File: config.mk
export PLATFORM = sky130hd
export DESIGN_NAME = piso_serializer_flat
export DESIGN_NICKNAME = d
export VERILOG_FILES = /design/src/rtl/serdes_pkg.sv /design/src/rtl/piso_serializer_if.sv /design/src/rtl/serdes_hold_buf.sv /design/src/rtl/piso_serializer.sv /design/src/flat_wrapper.sv
export SDC_FILE = /design/constraint.sdc
export NUM_CORES = 1
export LEC_CHECK = 0
export ABC_AREA = 1
export BUFFER_PORTS_ARGS = -buffer_cell sky130_fd_sc_hd__buf_2
export CAP_MARGIN = 20
export CELL_PAD_IN_SITES_DETAIL_PLACEMENT = 0
export CELL_PAD_IN_SITES_GLOBAL_PLACEMENT = 2
export CORE_UTILIZATION = 33
export DETAILED_ROUTE_END_ITERATION = 7
export MAX_ROUTING_LAYER = met4
export PLACE_DENSITY = 0.89
export SETUP_SLACK_MARGIN = 0.05
export SLEW_MARGIN = 20
export SYNTH_ARGS = -nofsm -noshare
export SYNTH_HDL_FRONTEND = slang
export SYNTH_HIERARCHICAL = 1
export SYNTH_SLANG_ARGS = --single-unit
File: constraint.sdc
create_clock -name clk -period 1.99 [get_ports clk]
set_clock_uncertainty 0.2 [all_clocks]
set_input_delay 0.398 -clock clk [delete_from_list [all_inputs] [get_ports clk]]
set_output_delay 0.398 -clock clk [all_outputs]
set_load 0.02 [all_outputs]
File: src/rtl/serdes_pkg.sv
// serdes_pkg: shared types and constants for the SerDes TX path.
// Latency: n/a (declarations only).
// Backpressure: n/a.
package serdes_pkg;

   // Serializer control state: IDLE holds the line low, SHIFT streams a word.
   typedef enum logic {
      IDLE  = 1'b0,
      SHIFT = 1'b1
   } state_t;

   // 8b/10b comma K28.5 in both running disparities.
   localparam logic [9:0] K28_5_RDN = 10'b0011111010;
   localparam logic [9:0] K28_5_RDP = 10'b1100000101;

   // Encoded 8b/10b symbol width.
   localparam int DEFAULT_WIDTH = 10;

endpackage

File: src/rtl/piso_serializer_if.sv
// piso_serializer_if: word handshake in, serial line and status out.
// Latency: n/a (wiring only).
// Backpressure: s_ready from the serializer throttles s_valid/s_data.
// Signals: s_valid/s_ready/s_data word input; ser_out serial line;
//          word_start, fill_active, underrun line status.
interface piso_serializer_if
   import serdes_pkg::*;
#(
   parameter int WIDTH = DEFAULT_WIDTH
);
   logic             s_valid;
   logic             s_ready;
   logic [WIDTH-1:0] s_data;
   logic             ser_out;
   logic             word_start;
   logic             fill_active;
   logic             underrun;

   // Word source / line consumer side.
   modport master (
      output s_valid, s_data,
      input  s_ready, ser_out, word_start, fill_active, underrun
   );

   // Serializer side.
   modport slave (
      input  s_valid, s_data,
      output s_ready, ser_out, word_start, fill_active, underrun
   );
endinterface

File: src/rtl/serdes_hold_buf.sv
// serdes_hold_buf: one-entry word buffer between a valid/ready producer and a pop-driven consumer.
// Latency: a word written on edge N is visible on o_data/o_full right after edge N.
// Backpressure: o_ready = !o_full, low in reset; a pop frees the slot for the following edge only.
// Ports: clk, rst (sync, active-low); i_valid/o_ready/i_data write side;
//        i_pop (only while o_full), o_full/o_data read side.
module serdes_hold_buf
   import serdes_pkg::*;
#(
   parameter int WIDTH = DEFAULT_WIDTH
) (
   input  logic             clk,
   input  logic             rst,
   input  logic             i_valid,
   output logic             o_ready,
   input  logic [WIDTH-1:0] i_data,
   input  logic             i_pop,
   output logic             o_full,
   output logic [WIDTH-1:0] o_data
);
   logic             r_full;
   logic [WIDTH-1:0] r_data;

   // Push needs an empty slot and pop needs a full one, so they never coincide.
   // Ready depends only on the registered flag, never on the same-edge pop.
   always_ff @(posedge clk) begin
      if (!rst) begin
         r_full <= 1'b0;
         r_data <= '0;
      end else if (i_valid && o_ready) begin
         r_full <= 1'b1;
         r_data <= i_data;
      end else if (i_pop) begin
         r_full <= 1'b0;
      end
   end

   assign o_ready = rst && !r_full;
   assign o_full  = r_full;
   assign o_data  = r_data;
endmodule

File: src/rtl/piso_serializer.sv
// piso_serializer: WIDTH-bit parallel-in/serial-out transmitter with one-word hold-ahead and optional fill.
// Latency: accept at edge N, first bit on ser_out at edge N+2 from IDLE; gapless at word boundaries when hold is full.
// Backpressure: s_ready = !hold_full (low in reset); hold refills one edge after it is emptied.
// Ports: clk, rst (sync, active-low); bus.slave carries s_valid/s_ready/s_data,
//        ser_out, word_start, fill_active, underrun (all outputs registered except s_ready).
module piso_serializer
   import serdes_pkg::*;
#(
   parameter int               WIDTH     = DEFAULT_WIDTH,
   parameter bit               LSB_FIRST = 1'b1,
   parameter bit               IDLE_FILL = 1'b0,
   parameter logic [WIDTH-1:0] IDLE_WORD = WIDTH'(K28_5_RDN)
) (
   input logic              clk,
   input logic              rst,
   piso_serializer_if.slave bus
);
   localparam int            CW       = $clog2(WIDTH);
   localparam logic [CW-1:0] LAST_CNT = CW'(WIDTH - 1);

   state_t           r_state;
   logic [WIDTH-1:0] r_sh;
   logic [CW-1:0]    r_bit_cnt;   // bits shifted out after the word's first bit
   logic             r_ser;
   logic             r_word_start;
   logic             r_fill;
   logic             r_underrun;
   logic             r_arm;       // hold seen full in IDLE; restart on the next edge

   logic             w_ready;
   logic             w_hold_full;
   logic [WIDTH-1:0] w_hold_data;
   logic             w_boundary;
   logic             w_idle_go;
   logic             w_emit;
   logic             w_pop;
   logic [WIDTH-1:0] w_emit_word;

   function automatic logic first_bit(input logic [WIDTH-1:0] w);
      return LSB_FIRST ? w[0] : w[WIDTH-1];
   endfunction

   function automatic logic [WIDTH-1:0] shift_one(input logic [WIDTH-1:0] w);
      return LSB_FIRST ? (w >> 1) : (w << 1);
   endfunction

   serdes_hold_buf #(.WIDTH(WIDTH)) u_hold (
      .clk     (clk),
      .rst     (rst),
      .i_valid (bus.s_valid),
      .o_ready (w_ready),
      .i_data  (bus.s_data),
      .i_pop   (w_pop),
      .o_full  (w_hold_full),
      .o_data  (w_hold_data)
   );

   assign w_boundary  = (r_state == SHIFT) && (r_bit_cnt == LAST_CNT);
   // Restart from IDLE goes through r_arm so the hold write and the
   // shifter load always land on separate edges.
   assign w_idle_go   = !IDLE_FILL && (r_state == IDLE) && r_arm && w_hold_full;
   // IDLE with fill enabled only exists for the first edge after reset.
   assign w_emit      = (r_state == IDLE) ? (IDLE_FILL || w_idle_go)
                                          : (w_boundary && (w_hold_full || IDLE_FILL));
   assign w_pop       = w_emit && w_hold_full;
   // Decision uses the pre-edge hold flag; a word accepted on this edge waits.
   assign w_emit_word = w_hold_full ? w_hold_data : IDLE_WORD;

   always_ff @(posedge clk) begin
      if (!rst) begin
         r_state      <= IDLE;
         r_sh         <= '0;
         r_bit_cnt    <= '0;
         r_ser        <= 1'b0;
         r_word_start <= 1'b0;
         r_fill       <= 1'b0;
         r_underrun   <= 1'b0;
         r_arm        <= 1'b0;
      end else begin
         r_word_start <= 1'b0;
         r_underrun   <= 1'b0;
         if (w_emit) begin
            r_ser        <= first_bit(w_emit_word);
            r_sh         <= shift_one(w_emit_word);
            r_bit_cnt    <= '0;
            r_word_start <= 1'b1;
            r_fill       <= !w_hold_full;
            r_underrun   <= (r_state == SHIFT) && !w_hold_full;
            r_arm        <= 1'b0;
            r_state      <= SHIFT;
         end else if ((r_state == SHIFT) && !w_boundary) begin
            r_ser     <= first_bit(r_sh);
            r_sh      <= shift_one(r_sh);
            r_bit_cnt <= r_bit_cnt + CW'(1);
         end else if (r_state == SHIFT) begin
            // Boundary with nothing to send and fill disabled: drop to idle.
            r_state    <= IDLE;
            r_ser      <= 1'b0;
            r_fill     <= 1'b0;
            r_underrun <= 1'b1;
            r_bit_cnt  <= '0;
         end else begin
            r_ser <= 1'b0;
            r_arm <= w_hold_full;
         end
      end
   end

   assign bus.s_ready     = w_ready;
   assign bus.ser_out     = r_ser;
   assign bus.word_start  = r_word_start;
   assign bus.fill_active = r_fill;
   assign bus.underrun    = r_underrun;
endmodule

File: src/flat_wrapper.sv
// flat-port wrapper written by rule: the top's interface ports become plain ports
module piso_serializer_flat import serdes_pkg::*;
#(
   parameter int               WIDTH     = DEFAULT_WIDTH,
   parameter bit               LSB_FIRST = 1'b1,
   parameter bit               IDLE_FILL = 1'b0,
   parameter logic [WIDTH-1:0] IDLE_WORD = WIDTH'(K28_5_RDN)
)
  (clk, rst, bus_s_valid, bus_s_data, bus_s_ready, bus_ser_out, bus_word_start, bus_fill_active, bus_underrun);
  piso_serializer_if #(.WIDTH(WIDTH)) bus_i ();
  input logic clk;
  input logic rst;
  input wire logic [$bits(bus_i.s_valid)-1:0] bus_s_valid;
  input wire logic [$bits(bus_i.s_data)-1:0] bus_s_data;
  output wire logic [$bits(bus_i.s_ready)-1:0] bus_s_ready;
  output wire logic [$bits(bus_i.ser_out)-1:0] bus_ser_out;
  output wire logic [$bits(bus_i.word_start)-1:0] bus_word_start;
  output wire logic [$bits(bus_i.fill_active)-1:0] bus_fill_active;
  output wire logic [$bits(bus_i.underrun)-1:0] bus_underrun;
  assign bus_i.s_valid = bus_s_valid;
  assign bus_i.s_data = bus_s_data;
  assign bus_s_ready = bus_i.s_ready;
  assign bus_ser_out = bus_i.ser_out;
  assign bus_word_start = bus_i.word_start;
  assign bus_fill_active = bus_i.fill_active;
  assign bus_underrun = bus_i.underrun;
  piso_serializer #(.WIDTH(WIDTH), .LSB_FIRST(LSB_FIRST), .IDLE_FILL(IDLE_FILL), .IDLE_WORD(IDLE_WORD)) u_core (.clk(clk), .rst(rst), .bus(bus_i));
endmodule
; Word-level counts from Yosys, hierarchy flattened
; Cells that the tools add are included.
[totals]
word_cells = 53
ff_bits = 30
in_bits = 13
[op_classes]
bitwise_logic = 3
eq_ne = 2
reduce_logical = 18
n_mux = 19
addsub = 1
[op_table]
columns = cell, count
row1 = $mux 9, 2
row2 = $mux 1, 14
row3 = $mux 10, 1
row4 = $logic_and 1x1->1, 9
row5 = $mux 4, 2
row6 = $reduce_bool 2->1, 4
row7 = $add 4x1->4 const B, 1
row8 = $eq 4x4->1 const B, 1
row9 = $reduce_and 2->1, 2
row10 = $not 1->1, 3
row11 = $logic_not 1->1, 2
row12 = $ne 2x1->1 const B, 1
row13 = $reduce_or 2->1, 1

; Longest topological paths before layout
[logic_depth]
word_depth = 7
ltp_mapped = 10

; Cells and area by module
; Netlist, hierarchy kept.
[by_module_without_submodules]
columns = module, seq_area_each_um2, cells_per_inst, area_each_um2, instances
row1 = piso_serializer, 380.4, 116, 943.4, 1
row2 = serdes_hold_buf, 220.2, 72, 511.7, 1

; Worst setup path before layout
; No wires, ideal clock.
[synth_timing]
path_type = input -> output
startpoint = in rst
endpoint = out bus_s_ready
cell_stages = 3
required_time_ns = 1.392
arrival_ns = 0.837
slack_ns = 0.555
path_cell_list = buf_4 inv_2 nor2_1
[synth_via]
elab_chain_cells = 1
[synth_rtl]
columns = item, line
row1 = start: declaration, flat_wrapper.sv:12  ; input logic rst;
row2 = $logic_and 1x1->1, serdes_hold_buf.sv:37  ; assign o_ready = rst && !r_full;
row3 = end: declaration, flat_wrapper.sv:15  ; output wire logic [$bits(bus_i.s_ready)-1:0] bus_s_ready;
; No other way between the ends.

; Worst setup path in the final report
[layout_timing]
startpoint = reg u_core.u_hold.r_full, in the netlist u_core/u_hold/o_full
endpoint = out bus_s_ready
[layout_via]
elab_chain_cells = 2
[layout_rtl]
columns = item, line
row1 = start: declaration, serdes_hold_buf.sv:20  ; logic r_full;
row2 = start signal: assignment, serdes_hold_buf.sv:27  ; r_full <= 1'b0;
row3 = start signal: assignment, serdes_hold_buf.sv:30  ; r_full <= 1'b1;
row4 = start signal: assignment, serdes_hold_buf.sv:33  ; r_full <= 1'b0;
row5 = $logic_not 1->1, serdes_hold_buf.sv:37
row6 = $logic_and 1x1->1, serdes_hold_buf.sv:37
; No other way between the ends.

==> impl_metrics.tcl <==
set metrics [dict create \
    coreArea_sq_mm 0.004115 \
    synth_area_leaders "dfxtp_1 (41%), nand2_1 (14%), nand3_1 (9.3%)" \
    drt_wl_total_mm 2.753 \
    die_w_um 68.41 \
    synthCells 188 \
    fin_crit_ns 1.614 \
    min_period_over_period_pct 81.12 \
    startpoint_type "register" \
    post_drt_wl_per_cell_um 10.80 \
    tightestPinTransition_ns 0.5380 \
    max_freq_ghz 0.6195 \
    postCtsSetupBuffers 0 \
    clock-root-buffer "clkbuf_8" \
    die_area_sq_mm 0.004679 \
    area_growth_pct 11.52 \
    place_hpwl_mm 1.972 \
    synth_area_sq_mm 0.001455 \
    layout-drive-gt1-share_pct 19.51 \
    cts-htree-levels 2 \
    endpoint_kind "output port" \
    cts.sinks 30 \
    ys_seq_elements 30 \
    status "finished, final reports clean" \
    slew_headroom_pct 64.09 \
    clk_pin_slew_ns 0.07 \
    peakVddDrop_uv 364.9 \
    initial_utilization_pct 35.36 \
    final-max-slew-violation-count 0 \
    cts_buffers 5 \
    io_buffer_count 17 \
    hold_viol_final 0 \
    layout_common_cells "nand2_1 (54), dfxtp_1 (30), nand3_1 (27)" \
    crit_fanout 6 \
    antenna_found_initial 0 \
    p_total_mw 1.398 \
    drtIter0Drc 51 \
    yosysTopAreaCellShare_pct 41.27 \
    stdcell_area_sq_mm 0.001623 \
    place.gp.congestion 0.7721 \
    insertedDiodeCount 0 \
    insertion_delay_ns 0.28 \
    arrival_ns 1.02 \
    synth_cell_types 28 \
    rsz0062_at_grt "false" \
    avgSynthCellArea_sq_um 7.740 \
    vias 1141 \
    post-synth-top-area-cell "dfxtp_1" \
    grt_max_degree 22 \
    track_usage_pct 15.17 \
    critical_path_required_ns 1.39 \
    grt_overflow 0 \
    power_leakage_nw 0.7777 \
    drc 0 \
    clk_path_buf_depth 2 \
    drv_cap 0 \
    cellPowerDensity_mw_per_mm2 861.5 \
    fin_nets 219 \
    antenna_left 0 \
    grt_pass1_wl_mm 4.988 \
    placed_area_sq_mm 0.001513 \
    layout_commonest_cell "nand2_1" \
    fp-row-count 23 \
    cts-hold-fix-buffers 0 \
    firstDrtPassIters 4 \
    grt_pass1_vias 1092 \
    viasPerCell 4.475 \
    yosysSeqAreaShare_pct 41.27 \
    die_h_um 68.41 \
    worstHoldPathType "in2reg" \
    boundaryPins 18 \
    finalSetupTns_ns 0 \
    cts_resized 0 \
    syn_nets 203 \
    cts_tree "done" \
    crit_type "reg2out" \
    utilization_pct 39.43 \
    setup_viol 0 \
    yosysWarnings 6 \
]
state kept, by name, indices dropped and copies added, names as in the netlist:
signal,cells
u_core/u_hold/o_data,10
u_core/bus.word_start,1
u_core/bus.fill_active,1
u_core/bus.underrun,1
u_core/r_state,1
u_core/r_bit_cnt,4
u_core/bus.ser_out,1
u_core/r_sh,9
u_core/r_arm,1
u_core/u_hold/o_full,1
through the flow:
step                hold slack, ns  instances  worst slack, ns
floorplan                   0.2187        188           0.5548
global placement            0.2244        247           0.3855
detailed placement          0.2245        247           0.3683
CTS                         0.1501        255           0.3489
global route                0.1750        255           0.2033
finish                      0.1549        255           0.3758
final timing paths:
| check | from | end | slack, ns | depth (start not counted) |
|---|---|---|---|---|
| worst min-delay path | bus_s_data[0] | u_core/u_hold/o_data[0] | 0.15 | 3 |
| worst min register to register | u_core/bus.fill_active | u_core/bus.fill_active | 0.23 | 2 |
| worst max-delay path | u_core/u_hold/o_full | bus_s_ready | 0.38 | 2 |
| worst max register to register | u_core/r_bit_cnt[0] | u_core/r_sh[5] | 0.38 | 7 |
critical path, cell delays in order (launching register included):
cell and delay, ns:
dfxtp_1 0.49, nor2_1 0.08, buf_2 0.16
synth_stat cells:
cell type,count
nor2_4,2
nand3b_1,1
nand2_4,2
a21oi_2,1
o21ai_0,1
nor2_1,8
buf_6,6
nor3_1,1
dfxtp_1,30
o21ai_2,1
clkinv_1,8
nand3_1,27
a21oi_1,2
nand3_2,1
buf_4,1
xnor2_1,1
nand4_1,14
nand3_4,1
o21ai_1,2
inv_1,12
buf_8,1
o21ai_4,1
ha_1,2
nand2_1,54
o22ai_1,1
inv_2,4
nor2_8,1
clkbuf_4,2
final cells by class:
cell class | instances | area, sq um
flip-flops and latches | 30 | 600.6
multi-input cells | 124 | 659.4
fillers | 440 | 2492
well taps | 50 | 62.56
clock inverters | 2 | 37.54
clock buffers | 6 | 72.57
repair buffers | 19 | 100.1
inverters | 24 | 90.09
metal layers:
layer | vias up | track usage (%) | share of wire (%)
met1 | 477 | 18.98 | 53
met2 | 22 | 22.18 | 42
met5 | - | - | 0
met4 | 0 | 6.250 | 1.3
met3 | 5 | 5.000 | 4.0
li1 | 637 | - | -
where the power goes:
group	leakage [nW]	internal [mW]	switching, mW	total [mW]
sequential	0.244	0.628	0.0279	0.656
combinational	0.482	0.0481	0.0931	0.141
clock	0.0514	0.373	0.227	0.600
total	0.778	1.05	0.348	1.40
cell families after synthesis:
group	after synthesis	share of synthesized area [%]
AO/OA/AOI/OAI	9	4.472
XOR/XNOR	1	0.6020
adder cells (fa/ha/maj)	2	1.719
buffers and inverters	34	13.41
flip-flops	30	41.27
AND/OR/NAND/NOR	112	38.52
Note: power is estimated with default switching activity, not from simulation.
